File: config.mk
export PLATFORM = sky130hd
export DESIGN_NAME = fc_mem_read_mac
export DESIGN_NICKNAME = d
export VERILOG_FILES = /design/src/rtl/cnn_pkg.sv /design/src/rtl/fc_mem_read_mac_mac_sat.sv /design/src/rtl/fc_mem_read_mac.sv
export SDC_FILE = /design/constraint.sdc
export NUM_CORES = 1
export LEC_CHECK = 0
export ABC_AREA = 1
export CAP_MARGIN = 20
export CORE_MARGIN = 2
export CORE_UTILIZATION = 40
export CTS_BUF_LIST = sky130_fd_sc_hd__clkbuf_16
export CTS_CLUSTER_SIZE = 12
export DETAILED_ROUTE_END_ITERATION = 16
export PLACE_DENSITY_LB_ADDON = 0.08
export RECOVER_POWER = 100
export SLEW_MARGIN = 20
export SYNTH_ARGS = -nofsm -noshare
export SYNTH_HDL_FRONTEND = slang
export SYNTH_SLANG_ARGS = --single-unit
File: constraint.sdc
create_clock -name clk -period 12.58 [get_ports clk]
set_input_delay 3.774 -clock clk [delete_from_list [all_inputs] [get_ports clk]]
set_output_delay 3.774 -clock clk [all_outputs]
set_load 0.03 [all_outputs]
File: src/rtl/cnn_pkg.sv
// Shared definitions for the CNN datapath blocks: fixed-point widths,
// layer sizes, the FC sequencer state encoding and the output saturator.
package cnn_pkg;

    localparam int DATA_W = 16;
    localparam int ACC_W  = 40;
    localparam int FRAC   = 8;
    localparam int N_IN   = 16;
    localparam int N_OUT  = 10;

    localparam logic signed [ACC_W-1:0] SAT_MAX = 40'sd32767;
    localparam logic signed [ACC_W-1:0] SAT_MIN = -40'sd32768;

    typedef enum logic [2:0] {
        IDLE,
        BIAS,
        MAC,
        DRAIN,
        WRITE,
        DONE
    } fc_state_t;

    // Clamp a wide signed value into the signed 16-bit output range.
    function automatic logic signed [DATA_W-1:0] sat16(input logic signed [ACC_W-1:0] v);
        logic signed [DATA_W-1:0] r;
        if (v > SAT_MAX) begin
            r = 16'sh7FFF;
        end else if (v < SAT_MIN) begin
            r = 16'sh8000;
        end else begin
            r = v[DATA_W-1:0];
        end
        return r;
    endfunction

endpackage

File: src/rtl/fc_mem_read_mac_mac_sat.sv
// Single multiply-accumulate unit for the FC stage. The accumulator is
// Q24.16; the bias is loaded pre-shifted into that format, products are
// added as they arrive, and the next accumulator value is exposed already
// shifted back to Q8.8 and saturated so the sequencer can latch it on the
// same edge that folds in the last product.
module mac_sat
    import cnn_pkg::*;
(
    input  logic              clk,
    input  logic              reset_n,
    input  logic              clear,
    input  logic              load_bias,
    input  logic              accumulate,
    input  logic [DATA_W-1:0] bias,
    input  logic [DATA_W-1:0] act,
    input  logic [DATA_W-1:0] weight,
    output logic [DATA_W-1:0] result_next
);

    logic signed [ACC_W-1:0]    acc;
    logic signed [ACC_W-1:0]    acc_next;
    logic signed [2*DATA_W-1:0] product;
    logic signed [ACC_W-1:0]    product_ext;
    logic signed [ACC_W-1:0]    bias_ext;

    // Next accumulator value: clear has priority, then bias load, then add.
    always_comb begin
        product     = $signed(act) * $signed(weight);
        product_ext = {{(ACC_W-2*DATA_W){product[2*DATA_W-1]}}, product};
        bias_ext    = {{(ACC_W-DATA_W-FRAC){bias[DATA_W-1]}}, bias, {FRAC{1'b0}}};
        acc_next    = acc;
        if (clear) begin
            acc_next = '0;
        end else if (load_bias) begin
            acc_next = bias_ext;
        end else if (accumulate) begin
            acc_next = acc + product_ext;
        end
        result_next = sat16(acc_next >>> FRAC);
    end

    // Accumulator register, cleared by reset so an aborted pass leaves nothing behind.
    always_ff @(posedge clk or negedge reset_n) begin
        if (!reset_n) begin
            acc <= '0;
        end else begin
            acc <= acc_next;
        end
    end

endmodule

File: src/rtl/fc_mem_read_mac.sv
// Fully-connected output stage: for each of the N_OUT neurons it fetches
// the bias, streams N_IN activation/weight pairs through one MAC and writes
// the saturated score to the FC output memory. All source memories have a
// one-cycle read latency, so each operand is consumed one cycle after its
// address is issued and a DRAIN cycle picks up the final product.
module fc_mem_read_mac
    import cnn_pkg::*;
(
    input  logic              clk,
    input  logic              reset_n,
    input  logic              start,
    output logic [3:0]        p2_addr,
    input  logic [DATA_W-1:0] p2_data,
    output logic [7:0]        w_addr,
    input  logic [DATA_W-1:0] w_data,
    output logic [3:0]        b_addr,
    input  logic [DATA_W-1:0] b_data,
    output logic [3:0]        out_addr,
    output logic [DATA_W-1:0] out_data,
    output logic              out_we,
    output logic              busy,
    output logic              done
);

    fc_state_t         state;
    logic [3:0]        j;
    logic [4:0]        i;
    logic              armed;
    logic              start_accept;
    logic              mac_load_bias;
    logic              mac_accumulate;
    logic [7:0]        w_base;
    logic [DATA_W-1:0] result_next;

    // Decode MAC control from the current state; start is only honoured once
    // a full clock edge has passed since reset was released.
    always_comb begin
        start_accept   = start && armed && ((state == IDLE) || (state == DONE));
        mac_load_bias  = (state == MAC) && (i == 5'd0);
        mac_accumulate = ((state == MAC) && (i != 5'd0)) || (state == DRAIN);
        w_base         = 8'(j * N_IN);
    end

    mac_sat u_mac_sat (
        .clk         (clk),
        .reset_n     (reset_n),
        .clear       (start_accept),
        .load_bias   (mac_load_bias),
        .accumulate  (mac_accumulate),
        .bias        (b_data),
        .act         (p2_data),
        .weight      (w_data),
        .result_next (result_next)
    );

    // Sequencer: walks neurons and inputs, issues memory addresses one cycle
    // ahead of use and registers every output.
    always_ff @(posedge clk or negedge reset_n) begin
        if (!reset_n) begin
            state    <= IDLE;
            j        <= '0;
            i        <= '0;
            armed    <= 1'b0;
            p2_addr  <= '0;
            w_addr   <= '0;
            b_addr   <= '0;
            out_addr <= '0;
            out_data <= '0;
            out_we   <= 1'b0;
            busy     <= 1'b0;
            done     <= 1'b0;
        end else begin
            armed  <= 1'b1;
            out_we <= 1'b0;
            case (state)
                IDLE, DONE: begin
                    if (start_accept) begin
                        state  <= BIAS;
                        j      <= '0;
                        i      <= '0;
                        b_addr <= '0;
                        busy   <= 1'b1;
                        done   <= 1'b0;
                    end
                end
                BIAS: begin
                    p2_addr <= '0;
                    w_addr  <= w_base;
                    i       <= '0;
                    state   <= MAC;
                end
                MAC: begin
                    i <= i + 5'd1;
                    if (i == 5'(N_IN - 1)) begin
                        state <= DRAIN;
                    end else begin
                        p2_addr <= p2_addr + 4'd1;
                        w_addr  <= w_addr + 8'd1;
                    end
                end
                DRAIN: begin
                    out_we   <= 1'b1;
                    out_addr <= j;
                    out_data <= result_next;
                    state    <= WRITE;
                end
                WRITE: begin
                    if (j == 4'(N_OUT - 1)) begin
                        state <= DONE;
                        busy  <= 1'b0;
                        done  <= 1'b1;
                    end else begin
                        j      <= j + 4'd1;
                        b_addr <= j + 4'd1;
                        state  <= BIAS;
                    end
                end
                default: begin
                    state <= IDLE;
                    busy  <= 1'b0;
                end
            endcase
        end
    end

endmodule

==> metrics.txt, run 1 <==
# TYPE chip_impl_metric gauge
chip_impl_info{name="outcome",value="finished, violations left"} 1
chip_impl_info{name="violations_in_the_final_reports",value="max-capacitance violations, max-slew violations"} 1
chip_impl_metric{name="number_of_buffers_created_by_cts",unit=""} 9
chip_impl_info{name="synth_area_leaders",value="sky130_fd_sc_hd__fa_1, sky130_fd_sc_hd__inv_1, sky130_fd_sc_hd__nand2_1, sky130_fd_sc_hd__dfrtp_1, sky130_fd_sc_hd__ha_1"} 1
chip_impl_metric{name="grt_pass1_vias",unit=""} 15109
chip_impl_metric{name="ios",unit=""} 90
chip_impl_metric{name="worst-endpoint-arrival",unit="ps"} 12020
chip_impl_metric{name="postSynthNetCount",unit=""} 2936
chip_impl_info{name="cts_root_buf",value="sky130_fd_sc_hd__clkbuf_16"} 1
chip_impl_metric{name="grt_start_max_net_pins",unit=""} 78
chip_impl_metric{name="cts.sink_count",unit=""} 88
chip_impl_metric{name="synth.cell_area",unit="um2"} 18100
chip_impl_metric{name="core-area",unit="um2"} 44400
chip_impl_metric{name="number_of_max_capacitance_violations_reported",unit=""} 1
chip_impl_metric{name="wire_length_of_the_first_global_routing_pass",unit="um"} 82500
chip_impl_metric{name="timing_max_transition_violations_final",unit=""} 78
chip_impl_metric{name="global_route.overflow_total",unit=""} 0
chip_impl_metric{name="htree_levels",unit=""} 3
chip_impl_info{name="worst_setup_path_end_kind",value="flip-flop"} 1
chip_impl_metric{name="drt_wl_total",unit="um"} 48100
chip_impl_metric{name="placement.io_buffers",unit=""} 89
chip_impl_metric{name="num-fill-cells",unit=""} 4661
chip_impl_metric{name="dr.first_iter.drc_count",unit=""} 827
chip_impl_metric{name="n_antenna_cell",unit=""} 0
chip_impl_metric{name="route.antenna.remaining_nets",unit=""} 0
chip_impl_metric{name="cts_resized",unit=""} 0
chip_impl_metric{name="placedInstanceArea",unit="um2"} 19500
chip_impl_metric{name="synth_area_per_cell",unit="um2"} 7.44
chip_impl_metric{name="die_x",unit="um"} 217
chip_impl_metric{name="synthesized_flop_and_latch_total",unit=""} 88
chip_impl_metric{name="vias_after_detailed_routing",unit=""} 14099
chip_impl_metric{name="timing.critical_path.required",unit="ps"} 12820
chip_impl_info{name="worstSetupStartpointType",value="input pin"} 1
chip_impl_info{name="critPathKind",value="in -> reg"} 1
chip_impl_metric{name="max-clock-path-buffers",unit=""} 2
chip_impl_metric{name="drt_first_pass_iters",unit=""} 7
chip_impl_metric{name="place_hpwl",unit="um"} 42000
chip_impl_metric{name="fraction_of_final_layout_cells_sized_beyond_drive_strength_1",unit="%"} 1.78
chip_impl_metric{name="finalSetupViolations",unit=""} 0
chip_impl_metric{name="asyncSetResetFlopFracSynth",unit="%"} 100
chip_impl_info{name="crit_top_cell",value="sky130_fd_sc_hd__nand2_1"} 1
chip_impl_metric{name="setup-tns-final",unit="ps"} 0
chip_impl_metric{name="synth-edff-count",unit=""} 0
chip_impl_metric{name="antenna_found_initial",unit=""} 0
chip_impl_metric{name="area_growth_syn_to_layout",unit="%"} 8.98
chip_impl_metric{name="die-area",unit="um2"} 47000
chip_impl_metric{name="avgRoutedWirePerCell",unit="um"} 15.7
chip_impl_metric{name="yosysTopAreaCellShare",unit="%"} 36.5
chip_impl_info{name="tritoncts_clock_tree",value="yes"} 1
chip_impl_info{name="worst_hold_path_type",value="reg -> reg"} 1
chip_impl_info{name="library_cell_occupying_the_most_area_in_the_post_synthesis_netlist",value="sky130_fd_sc_hd__fa_1"} 1
chip_impl_metric{name="cpPeakStageDelay",unit="ps"} 940
chip_impl_metric{name="cts.reportedPaths.clkPinSlew",unit="ps"} 70
chip_impl_metric{name="gr-usage-all-layers",unit="%"} 22.1
chip_impl_metric{name="design.final.nets",unit=""} 2969
chip_impl_metric{name="route.detailed.drc",unit=""} 0
chip_impl_metric{name="hold_buffers",unit=""} 0
chip_impl_metric{name="initial_utilization",unit="%"} 40.8
chip_impl_info{name="crit_slowest_cell",value="sky130_fd_sc_hd__dlygate4sd3_1"} 1
chip_impl_metric{name="core.rowCount",unit=""} 77
chip_impl_metric{name="cp_max_fo",unit=""} 16
chip_impl_metric{name="clk_skew",unit="ps"} 9.98
chip_impl_metric{name="syn-instance-count",unit=""} 2433
chip_impl_metric{name="post-route-cell-area",unit="um2"} 19700
chip_impl_metric{name="globalplace.congestion",unit=""} 0.931
chip_impl_metric{name="tightest_slew",unit="ps"} 4330
chip_impl_metric{name="clock_latency_on_the_worst_skew_pair",unit="ps"} 350
chip_impl_info{name="yosys_most_used_dff",value="sky130_fd_sc_hd__dfrtp_1"} 1
chip_impl_metric{name="die_height",unit="um"} 217
chip_impl_metric{name="post-route-min-period",unit="ps"} 11780
chip_impl_metric{name="yosysWarningCount",unit=""} 0
chip_impl_metric{name="portion_of_the_post_synthesis_area_used_by_sequential_elements",unit="%"} 12.2
chip_impl_metric{name="max_slew_margin",unit="%"} -189
chip_impl_metric{name="yosys.cell_types.count",unit=""} 46
chip_impl_metric{name="max_freq",unit="MHz"} 84.9
chip_impl_metric{name="detail_route.vias_per_cell",unit=""} 4.60
chip_impl_info{name="grt_setup_unrepaired",value="no"} 1
chip_impl_metric{name="hold_viol_final",unit=""} 0
chip_impl_metric{name="cts_setup_buffers",unit=""} 0
chip_impl_metric{name="fin_crit_sh",unit="%"} 93.6
==> registers in the layout (all words and copies together), names as in the netlist, 3 cells and up <==
register	count
out_addr	4
j	4
state	3
w_addr	8
out_data	16
p2_addr	4
u_mac_sat.acc	40
i	5
==> worst max-delay path: cells and delay by family <==
family	cells	cell delay, ps
compound gates	1	120
fa+ha+maj	7	3940
buf+inv	6	1670
simple gates	15	2500
==> stage by stage <==
stage	setup slack, ps	util, %	std cells	hold WS [ps]
after floorplan	2600	-	2433	453
after global placement	616	43.9	3047	470
after detailed placement	592	43.9	3047	465
after CTS	956	44.6	3063	489
after global routing	195	44.4	3063	517
final	805	44.4	3063	478
==> cell usage in the layout (no fill, tap or decap), types with 2 or more instances in the layout <==
cell type,netlist,routed
sky130_fd_sc_hd__xnor2_1,11,11
sky130_fd_sc_hd__o22ai_1,5,5
sky130_fd_sc_hd__nand2_2,5,3
sky130_fd_sc_hd__nand4_1,13,13
sky130_fd_sc_hd__dlygate4sd3_1,0,44
sky130_fd_sc_hd__and2_0,0,2
sky130_fd_sc_hd__fa_1,330,330
sky130_fd_sc_hd__clkdlybuf4s50_1,0,44
sky130_fd_sc_hd__o21bai_1,5,5
sky130_fd_sc_hd__clkinv_1,1,3
sky130_fd_sc_hd__o21ai_0,49,49
sky130_fd_sc_hd__inv_1,736,738
sky130_fd_sc_hd__nor2_1,108,110
sky130_fd_sc_hd__inv_2,4,2
sky130_fd_sc_hd__o21a_1,2,2
sky130_fd_sc_hd__nor3b_1,2,2
sky130_fd_sc_hd__clkbuf_1,67,2
sky130_fd_sc_hd__dfrtp_1,88,88
sky130_fd_sc_hd__a21oi_1,74,74
sky130_fd_sc_hd__xor2_1,11,11
sky130_fd_sc_hd__ha_1,122,122
sky130_fd_sc_hd__nor3_1,17,17
sky130_fd_sc_hd__nand3b_1,6,6
sky130_fd_sc_hd__inv_6,0,2
sky130_fd_sc_hd__nor2_2,4,5
sky130_fd_sc_hd__clkbuf_16,0,9
sky130_fd_sc_hd__nand3_1,68,68
sky130_fd_sc_hd__buf_4,1,11
sky130_fd_sc_hd__nand2_1,671,674
==> final cells by class <==
cell class / instances / area (um2) / share of cell area (%)
timing repair buffer: 101 / 971 / 4.92
tap: 592 / 741 / 3.75
clock buffer: 9 / 225 / 1.14
multi-input combinational: 1523 / 12700 / 64.5
sequential: 88 / 2200 / 11.2
clock inverter: 7 / 68.8 / 0.349
inverter: 743 / 2800 / 14.2
==> cell usage after synthesis, types with 13 or more instances <==
| library cell | count |
|---|---|
| sky130_fd_sc_hd__a21oi_1 | 74 |
| sky130_fd_sc_hd__clkbuf_1 | 67 |
| sky130_fd_sc_hd__dfrtp_1 | 88 |
| sky130_fd_sc_hd__fa_1 | 330 |
| sky130_fd_sc_hd__ha_1 | 122 |
| sky130_fd_sc_hd__inv_1 | 736 |
| sky130_fd_sc_hd__nand2_1 | 671 |
| sky130_fd_sc_hd__nand3_1 | 68 |
| sky130_fd_sc_hd__nand4_1 | 13 |
| sky130_fd_sc_hd__nor2_1 | 108 |
| sky130_fd_sc_hd__nor3_1 | 17 |
| sky130_fd_sc_hd__o21ai_0 | 49 |
==> routing by layer <==
| metal | wire length (um) | vias up | global-route usage, % |
|---|---|---|---|
| met5 | 0 | - | 0 |
| met4 | 825 | 0 | 4.61 |
| met3 | 977 | 48 | 0.950 |
| met2 | 21500 | 226 | 35.1 |
| met1 | 24800 | 6834 | 33.7 |
| li1 | - | 6991 | - |
==> final timing paths <==
check	startpoint	end	slack [ps]	cells past startpoint
setup / recovery	p2_data[15]	out_data[4]	800	29
hold / removal	out_addr[2]	out_addr[2]	480	2
setup reg to reg	u_mac_sat.acc[15]	out_data[4]	6710	27
hold reg to reg	out_addr[2]	out_addr[2]	480	2
max in group asynchronous	reset_n	u_mac_sat.acc[7]	4550	2
min in group asynchronous	reset_n	u_mac_sat.acc[25]	3460	1
==> kinds of logic (layout without fill, tap and decap cells) <==
group / after synthesis / count (layout) / synth area share [%]
AO/OA/AOI/OAI: 145 / 145 / 4.40
XOR/XNOR: 22 / 22 / 1.06
adder cells (fa/ha/maj): 452 / 452 / 44.9
buffers and inverters: 822 / 860 / 17.3
flip-flops: 88 / 88 / 12.2
other: 1 / 1 / 0.0207
AND/OR/NAND/NOR: 903 / 903 / 20.1
Power of run 1 is left out: the tool's default activity adds up to more than one toggle a clock period on the data nets, which glitch-free logic cannot reach.
==> run 2: changes to the inputs <==
==> constraint.sdc (replaced) <==
create_clock -name clk -period 15.14 [get_ports clk]
set_input_delay 4.542 -clock clk [delete_from_list [all_inputs] [get_ports clk]]
set_output_delay 4.542 -clock clk [all_outputs]
set_load 0.03 [all_outputs]
==> metrics.txt, run 2 (synthesized netlist as in run 1, its figures left out) <==
# TYPE chip_impl_metric gauge
chip_impl_info{name="outcome",value="finished, violations left"} 1
chip_impl_info{name="violations_in_the_final_reports",value="max-capacitance violations, max-slew violations"} 1
chip_impl_metric{name="globalplace.congestion",unit=""} 0.924
chip_impl_metric{name="antenna_found_initial",unit=""} 0
chip_impl_metric{name="num-fill-cells",unit=""} 4699
chip_impl_metric{name="placement.io_buffers",unit=""} 89
chip_impl_metric{name="hold_viol_final",unit=""} 0
chip_impl_metric{name="grt_start_max_net_pins",unit=""} 78
chip_impl_metric{name="timing.critical_path.required",unit="ps"} 15430
chip_impl_metric{name="number_of_buffers_created_by_cts",unit=""} 9
chip_impl_metric{name="design.final.nets",unit=""} 2965
chip_impl_metric{name="max_slew_margin",unit="%"} -178
chip_impl_metric{name="max-clock-path-buffers",unit=""} 2
chip_impl_info{name="reg.largest.list",value="u_mac_sat.acc: 40 flops, out_data: 16 flops, w_addr: 8 flops"} 1
chip_impl_metric{name="number_of_max_capacitance_violations_reported",unit=""} 1
chip_impl_info{name="worstSetupStartpointType",value="input pin"} 1
chip_impl_metric{name="place_hpwl",unit="um"} 41900
chip_impl_metric{name="hold_buffers",unit=""} 0
chip_impl_info{name="cts_root_buf",value="sky130_fd_sc_hd__clkbuf_16"} 1
chip_impl_metric{name="seqCellArea",unit="um2"} 2200
chip_impl_metric{name="gr-usage-all-layers",unit="%"} 22.1
chip_impl_metric{name="post-route-min-period",unit="ps"} 12670
chip_impl_info{name="mostFrequentLayoutCell",value="sky130_fd_sc_hd__inv_1"} 1
chip_impl_metric{name="fraction_of_final_layout_cells_sized_beyond_drive_strength_1",unit="%"} 1.46
chip_impl_metric{name="detail_route.vias_per_cell",unit=""} 4.60
chip_impl_info{name="worst_setup_path_end_kind",value="flip-flop"} 1
chip_impl_metric{name="max_freq",unit="MHz"} 78.9
chip_impl_metric{name="drt_wl_total",unit="um"} 48100
chip_impl_metric{name="area_growth_syn_to_layout",unit="%"} 8.64
chip_impl_metric{name="fin_crit_sh",unit="%"} 83.7
chip_impl_metric{name="route.antenna.remaining_nets",unit=""} 0
chip_impl_metric{name="cp_max_fo",unit=""} 16
chip_impl_metric{name="total_area_of_multi_input_combinational_cells",unit="um2"} 12700
chip_impl_info{name="most-common-layout-cells",value="sky130_fd_sc_hd__inv_1, sky130_fd_sc_hd__nand2_1, sky130_fd_sc_hd__fa_1"} 1
chip_impl_metric{name="setup-tns-final",unit="ps"} 0
chip_impl_metric{name="drt_first_pass_iters",unit=""} 5
chip_impl_metric{name="grt_pass1_vias",unit=""} 15285
chip_impl_info{name="worst_hold_path_type",value="reg -> reg"} 1
chip_impl_metric{name="clock_latency_on_the_worst_skew_pair",unit="ps"} 350
chip_impl_metric{name="die_height",unit="um"} 217
chip_impl_metric{name="avgRoutedWirePerCell",unit="um"} 15.7
chip_impl_metric{name="ios",unit=""} 90
chip_impl_metric{name="critical_path.n_buffers_inverters",unit=""} 6
chip_impl_metric{name="htree_levels",unit=""} 3
chip_impl_metric{name="cts.sink_count",unit=""} 88
chip_impl_metric{name="finalSetupViolations",unit=""} 0
chip_impl_metric{name="placedInstanceArea",unit="um2"} 19500
chip_impl_metric{name="die-area",unit="um2"} 47000
chip_impl_metric{name="cts.reportedPaths.clkPinSlew",unit="ps"} 70
chip_impl_info{name="crit_slowest_cell",value="sky130_fd_sc_hd__dlygate4sd3_1"} 1
chip_impl_info{name="tritoncts_clock_tree",value="yes"} 1
chip_impl_info{name="crit_top_cell",value="sky130_fd_sc_hd__fa_1"} 1
chip_impl_metric{name="cts_setup_buffers",unit=""} 0
chip_impl_metric{name="cpPeakStageDelay",unit="ps"} 970
chip_impl_metric{name="timing_max_transition_violations_final",unit=""} 78
chip_impl_metric{name="wire_length_of_the_first_global_routing_pass",unit="um"} 82800
chip_impl_metric{name="initial_utilization",unit="%"} 40.8
chip_impl_metric{name="tightest_slew",unit="ps"} 4170
chip_impl_metric{name="cts_resized",unit=""} 0
chip_impl_metric{name="dp_cells",unit=""} 3043
chip_impl_metric{name="final_cell_count_no_fill",unit=""} 3057
chip_impl_metric{name="dr.first_iter.drc_count",unit=""} 824
chip_impl_metric{name="global_route.overflow_total",unit=""} 0
chip_impl_info{name="critPathKind",value="in -> reg"} 1
chip_impl_metric{name="n_antenna_cell",unit=""} 0
chip_impl_info{name="grt_setup_unrepaired",value="no"} 1
chip_impl_metric{name="post-route-cell-area",unit="um2"} 19700
chip_impl_info{name="critPathTopFamily",value="adder cells"} 1
chip_impl_info{name="largest_register",value="u_mac_sat.acc"} 1
chip_impl_metric{name="largest_reg_flops",unit=""} 40
chip_impl_metric{name="worst-endpoint-arrival",unit="ps"} 12960
chip_impl_metric{name="core-area",unit="um2"} 44400
chip_impl_metric{name="clk_skew",unit="ps"} 6.26
chip_impl_metric{name="die_x",unit="um"} 217
chip_impl_metric{name="route.detailed.drc",unit=""} 0
chip_impl_metric{name="minimum_hold_slack",unit="ps"} 480
chip_impl_metric{name="vias_after_detailed_routing",unit=""} 14069
chip_impl_metric{name="core.rowCount",unit=""} 77
[run 2: changes by cell type in the layout (fill, tap and decap cells not counted), sizes merged]
cell / previous run / this run
dlygate4sd3: 44 / 46
clkinvlp: 1 / 3
clkbuf: 11 / 12
clkdlybuf4s50: 44 / 42
clkinv: 5 / 2
buf: 11 / 6
inv: 743 / 742
[run 2: cell type report]
type / instances / share of cell area, %
clock buffers: 9 / 1.14
multi-input cells: 1523 / 64.6
repair buffers: 97 / 4.76
clock inverters: 5 / 0.293
flip-flops and latches: 88 / 11.2
well taps: 592 / 3.77
inverters: 743 / 14.2
[run 2: final timing paths]
| path | from | slack [ps] | cells past startpoint | endpoint |
|---|---|---|---|---|
| min in group asynchronous | reset_n | 4210 | 1 | u_mac_sat.acc[31] |
| worst max-delay path | w_data[1] | 2470 | 28 | out_data[2] |
| worst min-delay path | out_addr[2] | 480 | 2 | out_addr[2] |
| worst min register to register | out_addr[2] | 480 | 2 | out_addr[2] |
| worst max register to register | u_mac_sat.acc[15] | 9180 | 26 | out_data[2] |
| max in group asynchronous | reset_n | 6510 | 2 | u_mac_sat.acc[7] |
[run 2: worst register-to-register path, stage by stage (launching register included)]
cell and delay [ps]:
sky130_fd_sc_hd__dfrtp_1 350, sky130_fd_sc_hd__inv_1 150, sky130_fd_sc_hd__fa_1 440, sky130_fd_sc_hd__inv_1 90
sky130_fd_sc_hd__fa_1 440, sky130_fd_sc_hd__fa_1 480, sky130_fd_sc_hd__fa_1 520, sky130_fd_sc_hd__inv_1 60
sky130_fd_sc_hd__fa_1 540, sky130_fd_sc_hd__inv_1 40, sky130_fd_sc_hd__ha_1 360, sky130_fd_sc_hd__nand2_1 120
sky130_fd_sc_hd__nor2_1 140, sky130_fd_sc_hd__inv_1 80, sky130_fd_sc_hd__nor3_1 230, sky130_fd_sc_hd__nand3_1 200
sky130_fd_sc_hd__nand4_1 140, sky130_fd_sc_hd__nand3_1 100, sky130_fd_sc_hd__nand2_1 100, sky130_fd_sc_hd__nand2_1 110
sky130_fd_sc_hd__nor2_1 110, sky130_fd_sc_hd__nand2_1 90, sky130_fd_sc_hd__nor2_1 100, sky130_fd_sc_hd__nand4_1 160
sky130_fd_sc_hd__a21oi_1 560, sky130_fd_sc_hd__nand2_1 130, sky130_fd_sc_hd__nand2_1 80
[run 2: metal layers]
metal / global-route usage (%) / wire, um / vias to the layer above
li1: - / - / 6975
met1: 33.2 / 24300 / 6800
met2: 35.6 / 21600 / 248
met3: 1.52 / 1510 / 46
met4: 3.86 / 621 / 0
met5: 0 / 0 / -
[run 2: per-stage QoR]
stage / util, % / setup slack, ps
finish: 44.3 / 2470
global route: 44.3 / 1670
CTS: 44.5 / 2750
detailed placement: 43.8 / 2410
global placement: 43.8 / 2420
floorplan: - / 4400
Power of run 2 is left out for the same reason.
==> run 3: changes to the inputs <==
==> constraint.sdc (replaced) <==
create_clock -name clk -period 12 [get_ports clk]
set_input_delay 3.6 -clock clk [delete_from_list [all_inputs] [get_ports clk]]
set_output_delay 3.6 -clock clk [all_outputs]
set_load 0.03 [all_outputs]
==> metrics.txt, run 3 (synthesized netlist as in run 1, its figures left out) <==
# TYPE chip_impl_metric gauge
chip_impl_metric{name="cpPeakStageDelay",unit="ps"} 870
chip_impl_info{name="crit_top_cell",value="sky130_fd_sc_hd__nand2_1"} 1
chip_impl_info{name="crit_slowest_cell",value="sky130_fd_sc_hd__fa_1"} 1
chip_impl_metric{name="drt_wl_total",unit="um"} 48200
chip_impl_metric{name="core-area",unit="um2"} 44400
chip_impl_info{name="reg.largest.list",value="u_mac_sat.acc: 40 flops, out_data: 16 flops, w_addr: 8 flops"} 1
chip_impl_metric{name="worst_r2r_path_depth",unit=""} 29
chip_impl_metric{name="worst-endpoint-arrival",unit="ps"} 11650
chip_impl_metric{name="timing_max_transition_violations_final",unit=""} 78
chip_impl_metric{name="ios",unit=""} 90
chip_impl_metric{name="grt_start_max_net_pins",unit=""} 76
chip_impl_metric{name="drt_first_pass_iters",unit=""} 5
chip_impl_metric{name="antenna_found_initial",unit=""} 0
chip_impl_info{name="r2r_end",value="out_data[10]"} 1
chip_impl_info{name="r2r_start",value="u_mac_sat.acc[15]"} 1
chip_impl_metric{name="timing.critical_path.required",unit="ps"} 12290
chip_impl_metric{name="dr.first_iter.drc_count",unit=""} 737
chip_impl_metric{name="finalSetupViolations",unit=""} 0
chip_impl_metric{name="hold_viol_final",unit=""} 0
chip_impl_metric{name="max_slew_margin",unit="%"} -69.2
chip_impl_info{name="cts_root_buf",value="sky130_fd_sc_hd__clkbuf_16"} 1
chip_impl_metric{name="post-route-min-period",unit="ps"} 11370
chip_impl_metric{name="max_freq",unit="MHz"} 88.0
chip_impl_metric{name="route.detailed.drc",unit=""} 0
chip_impl_info{name="timing.hold.worst_endpoint",value="out_addr[2]"} 1
chip_impl_metric{name="ff2ff_setup_slack",unit="ps"} 6220
chip_impl_info{name="critPathKind",value="in -> reg"} 1
chip_impl_metric{name="detail_route.vias_per_cell",unit=""} 4.59
chip_impl_metric{name="gr-usage-all-layers",unit="%"} 22.1
chip_impl_metric{name="die-area",unit="um2"} 47000
chip_impl_metric{name="initial_utilization",unit="%"} 40.8
chip_impl_metric{name="number_of_buffers_created_by_cts",unit=""} 9
chip_impl_metric{name="die_height",unit="um"} 217
chip_impl_info{name="tritoncts_clock_tree",value="yes"} 1
chip_impl_metric{name="global_route.overflow_total",unit=""} 0
chip_impl_info{name="worstSetupStartpointType",value="input pin"} 1
chip_impl_info{name="worst_hold_path_type",value="reg -> reg"} 1
chip_impl_metric{name="placement.io_buffers",unit=""} 89
chip_impl_metric{name="max-clock-path-buffers",unit=""} 2
chip_impl_metric{name="clk_skew",unit="ps"} 10.4
chip_impl_metric{name="avgRoutedWirePerCell",unit="um"} 15.7
chip_impl_metric{name="fraction_of_final_layout_cells_sized_beyond_drive_strength_1",unit="%"} 1.90
chip_impl_metric{name="largest_reg_flops",unit=""} 40
chip_impl_info{name="most-common-layout-cells",value="sky130_fd_sc_hd__inv_1, sky130_fd_sc_hd__nand2_1, sky130_fd_sc_hd__fa_1"} 1
chip_impl_metric{name="htree_levels",unit=""} 3
chip_impl_metric{name="cts_setup_buffers",unit=""} 0
chip_impl_metric{name="core.rowCount",unit=""} 77
chip_impl_metric{name="cts.reportedPaths.clkPinSlew",unit="ps"} 70
chip_impl_metric{name="clock_latency_on_the_worst_skew_pair",unit="ps"} 350
chip_impl_metric{name="setup-tns-final",unit="ps"} 0
chip_impl_metric{name="vias_after_detailed_routing",unit=""} 14090
chip_impl_metric{name="fin_crit_sh",unit="%"} 94.7
chip_impl_metric{name="globalplace.congestion",unit=""} 0.914
chip_impl_metric{name="tightest_slew",unit="ps"} 2540
chip_impl_metric{name="grt_pass1_vias",unit=""} 15222
chip_impl_metric{name="cts.sink_count",unit=""} 88
chip_impl_metric{name="n_antenna_cell",unit=""} 0
chip_impl_info{name="largest_register",value="u_mac_sat.acc"} 1
chip_impl_metric{name="die_x",unit="um"} 217
chip_impl_info{name="outcome",value="finished, violations left"} 1
chip_impl_info{name="holdCritStartpoint",value="out_addr[2]"} 1
chip_impl_info{name="worst_setup_path_end_kind",value="flip-flop"} 1
chip_impl_metric{name="design.final.nets",unit=""} 2974
chip_impl_metric{name="num-fill-cells",unit=""} 4614
chip_impl_info{name="violations_in_the_final_reports",value="max-capacitance violations, max-slew violations"} 1
chip_impl_info{name="grt_setup_unrepaired",value="no"} 1
chip_impl_metric{name="cts_resized",unit=""} 0
chip_impl_metric{name="route.antenna.remaining_nets",unit=""} 0
chip_impl_metric{name="hold_buffers",unit=""} 0
chip_impl_metric{name="number_of_max_capacitance_violations_reported",unit=""} 2
chip_impl_metric{name="place_hpwl",unit="um"} 42100
chip_impl_metric{name="cp_max_fo",unit=""} 16
chip_impl_metric{name="min_delay_path_depth",unit=""} 2
chip_impl_info{name="mostFrequentLayoutCell",value="sky130_fd_sc_hd__inv_1"} 1
chip_impl_metric{name="area_growth_syn_to_layout",unit="%"} 9.25
chip_impl_metric{name="wire_length_of_the_first_global_routing_pass",unit="um"} 82500
run 3: worst max-delay path: cells and delay by family:
kind / cells / cell delay, ps
and+or+nand+nor: 17 / 2530
adders and majority gates: 7 / 3970
buffers and inverters: 6 / 1540
run 3: worst max path at each step:
| stage | startpoint | end | slack, ps | cells past startpoint |
|---|---|---|---|---|
| 2_1_floorplan | w_data[5] | out_data[1] | 2200 | 32 |
| 3_3_place_gp | w_data[2] | out_data[6] | 320 | 29 |
| 3_5_place_dp | w_data[2] | out_data[7] | 300 | 28 |
| 4_1_cts | w_data[2] | out_data[2] | 670 | 28 |
| 5_1_grt | w_data[2] | out_data[6] | 60 | 30 |
| 6_report | w_data[2] | out_data[5] | 630 | 30 |
run 3: final cells by class:
| cell class | count | area (um2) | area share [%] |
|---|---|---|---|
| clock buffers | 9 | 225 | 1.14 |
| clock inverters | 6 | 91.3 | 0.462 |
| inverters | 743 | 2800 | 14.1 |
| multi-input cells | 1523 | 12700 | 64.3 |
| flip-flops and latches | 88 | 2200 | 11.1 |
| well taps | 592 | 741 | 3.74 |
| repair buffers | 106 | 997 | 5.04 |
run 3: through the flow:
stage | util [%] | hold WS (ps) | cells | cell area [um2] | setup slack (ps)
after floorplan | - | 453 | 2433 | 18100 | 2200
after global placement | 44.0 | 471 | 3051 | 19500 | 320
after detailed placement | 44.0 | 473 | 3051 | 19500 | 303
after CTS | 44.7 | 492 | 3066 | 19800 | 667
after global routing | 44.5 | 512 | 3067 | 19800 | 60.9
final | 44.5 | 481 | 3067 | 19800 | 635
run 3: per-layer routing:
metal	track usage, %	share of wire [%]	up-vias
met5	0	0	-
met4	4.20	1.3	0
met3	1.55	2.8	42
met2	35.6	46	235
met1	33.1	50	6817
li1	-	-	6996
Power of run 3 is left out for the same reason.
